<file path="src/rtl/sid_pkg.sv">
// Shared types and constants for the SID bus writer: pair layout, FSM encodings
// and the address-byte qualifier.
package sid_pkg;

  localparam int SID_ADDR_W       = 5;
  localparam int SID_DATA_W       = 8;
  localparam int SID_PAIR_W       = SID_ADDR_W + SID_DATA_W;
  localparam int PHI2_DIV_DEFAULT = 12;

  typedef struct packed {
    logic [SID_ADDR_W-1:0] addr;
    logic [SID_DATA_W-1:0] data;
  } sid_pair_t;

  typedef enum logic [1:0] {
    BUS_IDLE  = 2'd0,
    BUS_WRITE = 2'd1,
    BUS_GAP   = 2'd2
  } bus_state_t;

  typedef enum logic {
    PAIR_WAIT_ADDR = 1'b0,
    PAIR_WAIT_DATA = 1'b1
  } pair_state_t;

  // Only bytes 0x00..0x1F name a SID register; anything else is noise.
  function automatic logic is_addr_byte(input logic [7:0] b);
    return (b[7:5] == 3'b000);
  endfunction

endpackage

</file>
<file path="src/rtl/sid_bus_writer_fifo.sv">
// Small synchronous FIFO with occupancy count; a push into a full FIFO is
// accepted when a pop happens in the same cycle.
module sync_fifo #(
  parameter int WIDTH = 13,
  parameter int DEPTH = 4
) (
  input  logic                   clk,
  input  logic                   rst,
  input  logic                   push,
  input  logic [WIDTH-1:0]       wdata,
  input  logic                   pop,
  output logic [WIDTH-1:0]       rdata,
  output logic                   full,
  output logic                   empty,
  output logic [$clog2(DEPTH):0] count
);

  localparam int AW = $clog2(DEPTH);

  logic [WIDTH-1:0] mem_r [DEPTH];
  logic [AW-1:0]    wr_ptr_r;
  logic [AW-1:0]    rd_ptr_r;
  logic [AW:0]      count_r;
  logic             push_ok_s;
  logic             pop_ok_s;

  // Status flags and accept qualification
  always_comb begin
    full      = (count_r == (AW+1)'(DEPTH));
    empty     = (count_r == {(AW+1){1'b0}});
    pop_ok_s  = pop && !empty;
    push_ok_s = push && (!full || pop_ok_s);
  end

  assign rdata = mem_r[rd_ptr_r];
  assign count = count_r;

  // Pointers and occupancy
  always_ff @(posedge clk) begin
    if (rst) begin
      wr_ptr_r <= {AW{1'b0}};
      rd_ptr_r <= {AW{1'b0}};
      count_r  <= {(AW+1){1'b0}};
    end else begin
      if (push_ok_s) wr_ptr_r <= wr_ptr_r + AW'(1'b1);
      if (pop_ok_s)  rd_ptr_r <= rd_ptr_r + AW'(1'b1);
      count_r <= count_r + (AW+1)'(push_ok_s) - (AW+1)'(pop_ok_s);
    end
  end

  // Entry storage
  always_ff @(posedge clk) begin
    if (push_ok_s) mem_r[wr_ptr_r] <= wdata;
  end

endmodule

</file>
<file path="src/rtl/sid_bus_writer.sv">
// Pairs UART bytes into SID register writes, queues them, and replays them on
// the SID bus with phi2-aligned write cycles.
module sid_bus_writer import sid_pkg::*; #(
  parameter int CLK_FREQ       = 12_000_000,
  parameter int PHI2_DIV       = PHI2_DIV_DEFAULT,
  parameter int TIMEOUT_CYCLES = 2083,
  parameter int FIFO_DEPTH     = 4
) (
  input  logic                  CLK_IN,
  input  logic                  RST_IN,
  input  logic [SID_DATA_W-1:0] rx_data_i,
  input  logic                  rx_valid_i,
  output logic                  phi2_o,
  output logic                  sid_cs_n_o,
  output logic                  sid_rw_o,
  output logic [SID_ADDR_W-1:0] sid_addr_o,
  output logic [SID_DATA_W-1:0] sid_data_o,
  output logic                  sid_data_oe_o,
  output logic                  overflow_o,
  output logic                  busy_o
);

  localparam int CNT_W = $clog2(PHI2_DIV);
  localparam int TMO_W = $clog2(TIMEOUT_CYCLES + 1);
  localparam int FCW   = $clog2(FIFO_DEPTH) + 1;
  localparam logic [CNT_W-1:0] CNT_LAST = CNT_W'(PHI2_DIV - 1);
  localparam logic [CNT_W-1:0] CNT_HALF = CNT_W'(PHI2_DIV / 2);
  localparam logic [TMO_W-1:0] TMO_LAST = TMO_W'(TIMEOUT_CYCLES - 1);

  if (CLK_FREQ <= 0 || PHI2_DIV < 4 || (PHI2_DIV % 2) != 0 || TIMEOUT_CYCLES < 1 ||
      FIFO_DEPTH < 2 || (FIFO_DEPTH & (FIFO_DEPTH - 1)) != 0) begin : g_param_check
    $error("sid_bus_writer: invalid parameter set");
  end

  logic [CNT_W-1:0] phi_cnt_r, phi_cnt_nxt_s;
  logic             phi2_r, wrap_s;
  pair_state_t      pair_state_r, pair_state_nxt_s;
  logic [SID_ADDR_W-1:0] addr_hold_r, addr_hold_nxt_s;
  logic [TMO_W-1:0] tmo_r, tmo_nxt_s;
  logic             push_s, push_acc_s, pop_s, end_write_s, nonempty_nxt_s;
  sid_pair_t        push_pair_s, head_s;
  logic             fifo_full_s, fifo_empty_s;
  logic [FCW-1:0]   fifo_count_s;
  bus_state_t       bus_state_r, bus_state_nxt_s;
  logic             cs_n_r, rw_r, oe_r, ovf_r, busy_r;
  logic [SID_ADDR_W-1:0] addr_r;
  logic [SID_DATA_W-1:0] data_r;

  // Phi2 counter next value; the cycle before the wrap is the bus decision point
  always_comb begin
    wrap_s = (phi_cnt_r == CNT_LAST);
    if (wrap_s) begin
      phi_cnt_nxt_s = {CNT_W{1'b0}};
    end else begin
      phi_cnt_nxt_s = phi_cnt_r + CNT_W'(1'b1);
    end
  end

  // Phi2 counter and registered phi2 level
  always_ff @(posedge CLK_IN) begin
    if (RST_IN) begin
      phi_cnt_r <= {CNT_W{1'b0}};
      phi2_r    <= 1'b0;
    end else begin
      phi_cnt_r <= phi_cnt_nxt_s;
      phi2_r    <= (phi_cnt_nxt_s >= CNT_HALF);
    end
  end

  // Pairing FSM next state: address byte, then data byte within the timeout
  always_comb begin
    pair_state_nxt_s = pair_state_r;
    addr_hold_nxt_s  = addr_hold_r;
    tmo_nxt_s        = tmo_r;
    push_s           = 1'b0;
    push_pair_s      = '{addr: addr_hold_r, data: rx_data_i};
    case (pair_state_r)
      PAIR_WAIT_ADDR: begin
        if (rx_valid_i && is_addr_byte(rx_data_i)) begin
          addr_hold_nxt_s  = rx_data_i[SID_ADDR_W-1:0];
          tmo_nxt_s        = {TMO_W{1'b0}};
          pair_state_nxt_s = PAIR_WAIT_DATA;
        end else begin
          pair_state_nxt_s = PAIR_WAIT_ADDR;
        end
      end
      PAIR_WAIT_DATA: begin
        if (rx_valid_i) begin
          push_s           = 1'b1;
          pair_state_nxt_s = PAIR_WAIT_ADDR;
        end else if (tmo_r == TMO_LAST) begin
          pair_state_nxt_s = PAIR_WAIT_ADDR;
        end else begin
          tmo_nxt_s = tmo_r + TMO_W'(1'b1);
        end
      end
      default: pair_state_nxt_s = PAIR_WAIT_ADDR;
    endcase
  end

  // Pairing FSM registers
  always_ff @(posedge CLK_IN) begin
    if (RST_IN) begin
      pair_state_r <= PAIR_WAIT_ADDR;
      addr_hold_r  <= {SID_ADDR_W{1'b0}};
      tmo_r        <= {TMO_W{1'b0}};
    end else begin
      pair_state_r <= pair_state_nxt_s;
      addr_hold_r  <= addr_hold_nxt_s;
      tmo_r        <= tmo_nxt_s;
    end
  end

  sync_fifo #(
    .WIDTH(SID_PAIR_W),
    .DEPTH(FIFO_DEPTH)
  ) u_fifo (
    .clk  (CLK_IN),
    .rst  (RST_IN),
    .push (push_s),
    .wdata(push_pair_s),
    .pop  (pop_s),
    .rdata(head_s),
    .full (fifo_full_s),
    .empty(fifo_empty_s),
    .count(fifo_count_s)
  );

  // Bus FSM next state; writes start only on the edge where phi2 falls
  always_comb begin
    bus_state_nxt_s = bus_state_r;
    pop_s           = 1'b0;
    end_write_s     = 1'b0;
    case (bus_state_r)
      BUS_IDLE: begin
        if (wrap_s && !fifo_empty_s) begin
          pop_s           = 1'b1;
          bus_state_nxt_s = BUS_WRITE;
        end else begin
          bus_state_nxt_s = BUS_IDLE;
        end
      end
      BUS_WRITE: begin
        if (wrap_s) begin
          end_write_s     = 1'b1;
          bus_state_nxt_s = BUS_GAP;
        end else begin
          bus_state_nxt_s = BUS_WRITE;
        end
      end
      BUS_GAP: begin
        if (wrap_s && !fifo_empty_s) begin
          pop_s           = 1'b1;
          bus_state_nxt_s = BUS_WRITE;
        end else if (wrap_s) begin
          bus_state_nxt_s = BUS_IDLE;
        end else begin
          bus_state_nxt_s = BUS_GAP;
        end
      end
      default: bus_state_nxt_s = BUS_IDLE;
    endcase
    push_acc_s     = push_s && (!fifo_full_s || pop_s);
    nonempty_nxt_s = push_acc_s || (fifo_count_s > FCW'(pop_s));
  end

  // Bus FSM state and registered SID pins, overflow and busy
  always_ff @(posedge CLK_IN) begin
    if (RST_IN) begin
      bus_state_r <= BUS_IDLE;
      cs_n_r      <= 1'b1;
      rw_r        <= 1'b1;
      oe_r        <= 1'b0;
      addr_r      <= {SID_ADDR_W{1'b0}};
      data_r      <= {SID_DATA_W{1'b0}};
      ovf_r       <= 1'b0;
      busy_r      <= 1'b0;
    end else begin
      bus_state_r <= bus_state_nxt_s;
      if (pop_s) begin
        addr_r <= head_s.addr;
        data_r <= head_s.data;
        cs_n_r <= 1'b0;
        rw_r   <= 1'b0;
        oe_r   <= 1'b1;
      end else if (end_write_s) begin
        cs_n_r <= 1'b1;
        rw_r   <= 1'b1;
        oe_r   <= 1'b0;
      end
      if (push_s && !push_acc_s) ovf_r <= 1'b1;
      busy_r <= nonempty_nxt_s || (bus_state_nxt_s != BUS_IDLE);
    end
  end

  assign phi2_o        = phi2_r;
  assign sid_cs_n_o    = cs_n_r;
  assign sid_rw_o      = rw_r;
  assign sid_data_oe_o = oe_r;
  assign sid_addr_o    = addr_r;
  assign sid_data_o    = data_r;
  assign overflow_o    = ovf_r;
  assign busy_o        = busy_r;

endmodule

</file>
<file path="config.mk">
export PLATFORM = sky130hd
export DESIGN_NAME = sid_bus_writer
export DESIGN_NICKNAME = d
export VERILOG_FILES = /design/src/rtl/sid_pkg.sv /design/src/rtl/sid_bus_writer_fifo.sv /design/src/rtl/sid_bus_writer.sv
export SDC_FILE = /design/constraint.sdc
export NUM_CORES = 1
export LEC_CHECK = 0
export CAP_MARGIN = 10
export CORE_MARGIN = 1.5
export CORE_UTILIZATION = 45
export DETAILED_ROUTE_END_ITERATION = 8
export PLACE_DENSITY = 0.68
export REMOVE_ABC_BUFFERS = 1
export SYNTH_ARGS = -nofsm -noshare
export SYNTH_HDL_FRONTEND = slang
export SYNTH_SLANG_ARGS = --single-unit
</file>
<file path="constraint.sdc">
create_clock -name CLK_IN -period 2.8 [get_ports CLK_IN]
set_clock_uncertainty 0.05 [all_clocks]
set_input_delay 0.7 -clock CLK_IN [delete_from_list [all_inputs] [get_ports CLK_IN]]
set_output_delay 0.7 -clock CLK_IN [all_outputs]
set_load 0.02 [all_outputs]
</file>
==> out/metrics.csv <==
stage,metric,value,unit
setup_path,worstReg2RegEnd,u_fifo.count[1],
timing,final_hold_viol_count,0,
setup_path,crit_type,flip-flop to flip-flop,
yosys,ys_seq_area_share,62.4,%
setup_path,critPathMaxFanout,6,
yosys,synth-edff-count,52,
final_layout,antenna_cells,0,
clock_tree,clk_pin_slew,0.10,ns
setup_path,start_kind,flip-flop,
clock_tree,cts_setup_buffers,0,
yosys,synth-warning-count,0,
timing,fmax,417,MHz
clock_tree,clk_latency,0.36,ns
grt,grt_max_degree,40,
drt,ant_nets,0,
yosys,synthTopCellsByArea,"edfxtp_1 (38%), dfxtp_1 (24%), mux4_2 (7.2%)",
setup_path,regToRegSetupSlack,0.40,ns
floorplanning,initial_core_util,46.5,%
grt,grt_overflow_total,0,
floorplanning,io_pins,30,
yosys,synth_common_cells,"edfxtp_1 (52), dfxtp_1 (49), nand2_1 (31)",
grt,antenna_found_initial,0,
timing,fin_hold_ws,0.411,ns
drt,first_iter_violations,63,
grt,track_usage,16.6,%
clock_tree,post_cts_resized,0,
clock_tree,clock-root-buffer,clkbuf_8,
drt,routed_via_density,5.37,
placed_design,io_buffers,29,
setup_path,cp.required,3.00,ns
grt,grt_pass1_vias,2569,
yosys,synthMostInstantiatedCell,edfxtp_1,
yosys,synth_cells,314,
floorplanning,die_x,98.2,um
yosys,synthArstFlopShare,0,%
clock_tree,clock_sink_count,101,
placed_design,gp_congestion,0.776,
clock_tree,clockBufferDepth,2,
power_and_ir_drop,p_per_area,536,nW/um^2
timing,worst_pin_slew,0.721,ns
final_layout,area_delta_synth_final,16.4,%
drt,first_pass_iters,4,
timing,tns,0,ns
clock_tree,cts_inserted_buffers,9,
timing,rsz0062_at_grt,false,
clock_tree,cts_tree,yes,
floorplanning,die-height,98.2,um
timing,setup_viol,0,
yosys,avgSynthCellArea,13.0,um^2
floorplanning,rows,34,
final_layout,drive_above_1_share,13.2,%
yosys,synth_top_area_cell,edfxtp_1,
clock_tree,cts_hold_buf,0,
setup_path,arrival,2.59,ns
run_status,status,completed,
power_and_ir_drop,p_leak,0.00159,uW
floorplanning,core_area,8760,um^2
yosys,synth_top_area_share,38.3,%
job,maxCapViolations,0,
setup_path,reg2regPathDepth,9,
drt,via_count,2485,
yosys,ys_types,50,
drt,routedWlPerCell,15.8,um
setup_path,crit_start,phi_cnt_r[0],
placed_design,hpwl,4830,um
grt,grt_pass1_wl,12500,um
yosys,synthesis.area,4080,um^2
timing,fin_crit_sh,85.6,%
clock_tree,cts-htree-levels,3,
setup_path,endpoint,u_fifo.count[1],
final_layout,nNetsFinal,374,
floorplanning,dieArea,9640,um^2
drt,drt_drc_violations_left,0,
power_and_ir_drop,ir_worst_vdd,0.234,mV
setup_path,end_kind,flip-flop,
setup_path,r2r-start,phi_cnt_r[0],
drt,wl,7330,um
yosys,synth_flop_cell,edfxtp_1,
worst_hold_path,min_path_type,flip-flop to flip-flop,
yosys,ys_seq_elements,101,
timing,maxSlewViolCount,0,
timing,slew-limit-headroom,51.9,%
timing,timing.final.crit_period,2.40,ns
==> through the flow <==
step	setup slack, ns	std cells	total power [uW]	utilization [%]	instance area (um^2)
after floorplan	0.324	300	1620	-	4010
after global placement	0.304	447	1670	51.9	4550
after detailed placement	0.245	447	1670	51.9	4550
after CTS	0.396	463	2560	54.1	4740
after global routing	0.229	463	2630	54.1	4740
final	0.404	463	2540	54.1	4740
==> metal layers <==
| metal | share of wire, % | global-route usage, % | up-vias |
|---|---|---|---|
| li1 | - | - | 1206 |
| met1 | 46 | 22.1 | 1220 |
| met2 | 48 | 27.0 | 43 |
| met3 | 3.9 | 3.08 | 16 |
| met4 | 2.1 | 6.83 | 0 |
| met5 | 0 | 0 | - |
==> layout make-up <==
cell class / count / area, um^2
repair buffers: 39 / 403
flip-flops and latches: 101 / 2540
clock inverters: 7 / 73.8
multi-input cells: 186 / 1410
clock buffers: 9 / 124
well taps: 108 / 135
fillers: 748 / 4020
inverters: 13 / 51.3
==> flip-flops by register name, indices dropped and copies added (netlist names), 2 cells and up <==
name             count
addr_hold_r          5
bus_state_r          2
phi_cnt_r            4
sid_addr_o           5
sid_data_o           8
tmo_r               12
u_fifo.count         3
u_fifo.mem_r        52
u_fifo.rd_ptr_r      2
u_fifo.wr_ptr_r      2
==> logic make-up (layout without fill, tap and decap cells) <==
| logic type | after synthesis | after routing | share of synthesized area (%) |
|---|---|---|---|
| flip-flops | 101 | 101 | 62.4 |
| buffers and inverters | 27 | 68 | 2.92 |
| AO/OA/AOI/OAI | 43 | 43 | 6.39 |
| adder cells (fa/ha/maj) | 13 | 13 | 4.18 |
| XOR/XNOR | 8 | 8 | 1.72 |
| AND/OR/NAND/NOR | 102 | 102 | 13.5 |
| multiplexers | 20 | 20 | 8.90 |
==> where the power goes <==
group,switching (uW),internal [uW]
logic,38.3,32.9
clock network,551,355
registers,8.30,1560
==> worst max-delay path, stage by stage, from the launching register on <==
cell and delay (ns):
dfxtp_1 0.43, ha_1 0.30, nand4bb_4 0.18, or2_1 0.31, inv_4 0.06, ha_1 0.21, inv_1 0.06, ha_1 0.16
fa_1 0.40, nor2b_1 0.13
==> cells in the final DEF, fill, tap and decap left out, types with 6 or more instances in the layout <==
master,instances
ha_1,12
and2_1,6
nor2_1,23
nand2_1,31
clkbuf_8,9
buf_4,7
dfxtp_1,49
mux4_2,13
mux2i_1,7
edfxtp_1,52
clkdlybuf4s50_1,29
inv_1,12
a21oi_1,23
==> worst min path at each step <==
stage          slack [ns]           start                  end  cells after the start
3_5_place_dp         0.40   sid_data_o[6]        sid_data_o[6]                      2
2_1_floorplan        0.41  addr_hold_r[2]  u_fifo.mem_r[0][10]                      0
4_1_cts              0.41   sid_data_o[6]        sid_data_o[6]                      2
6_report             0.41   sid_data_o[6]        sid_data_o[6]                      2
5_1_grt              0.44   sid_addr_o[3]        sid_addr_o[3]                      2
3_3_place_gp         0.39   sid_data_o[6]        sid_data_o[6]                      2
No activity file was read; power rests on OpenSTA's default activity.
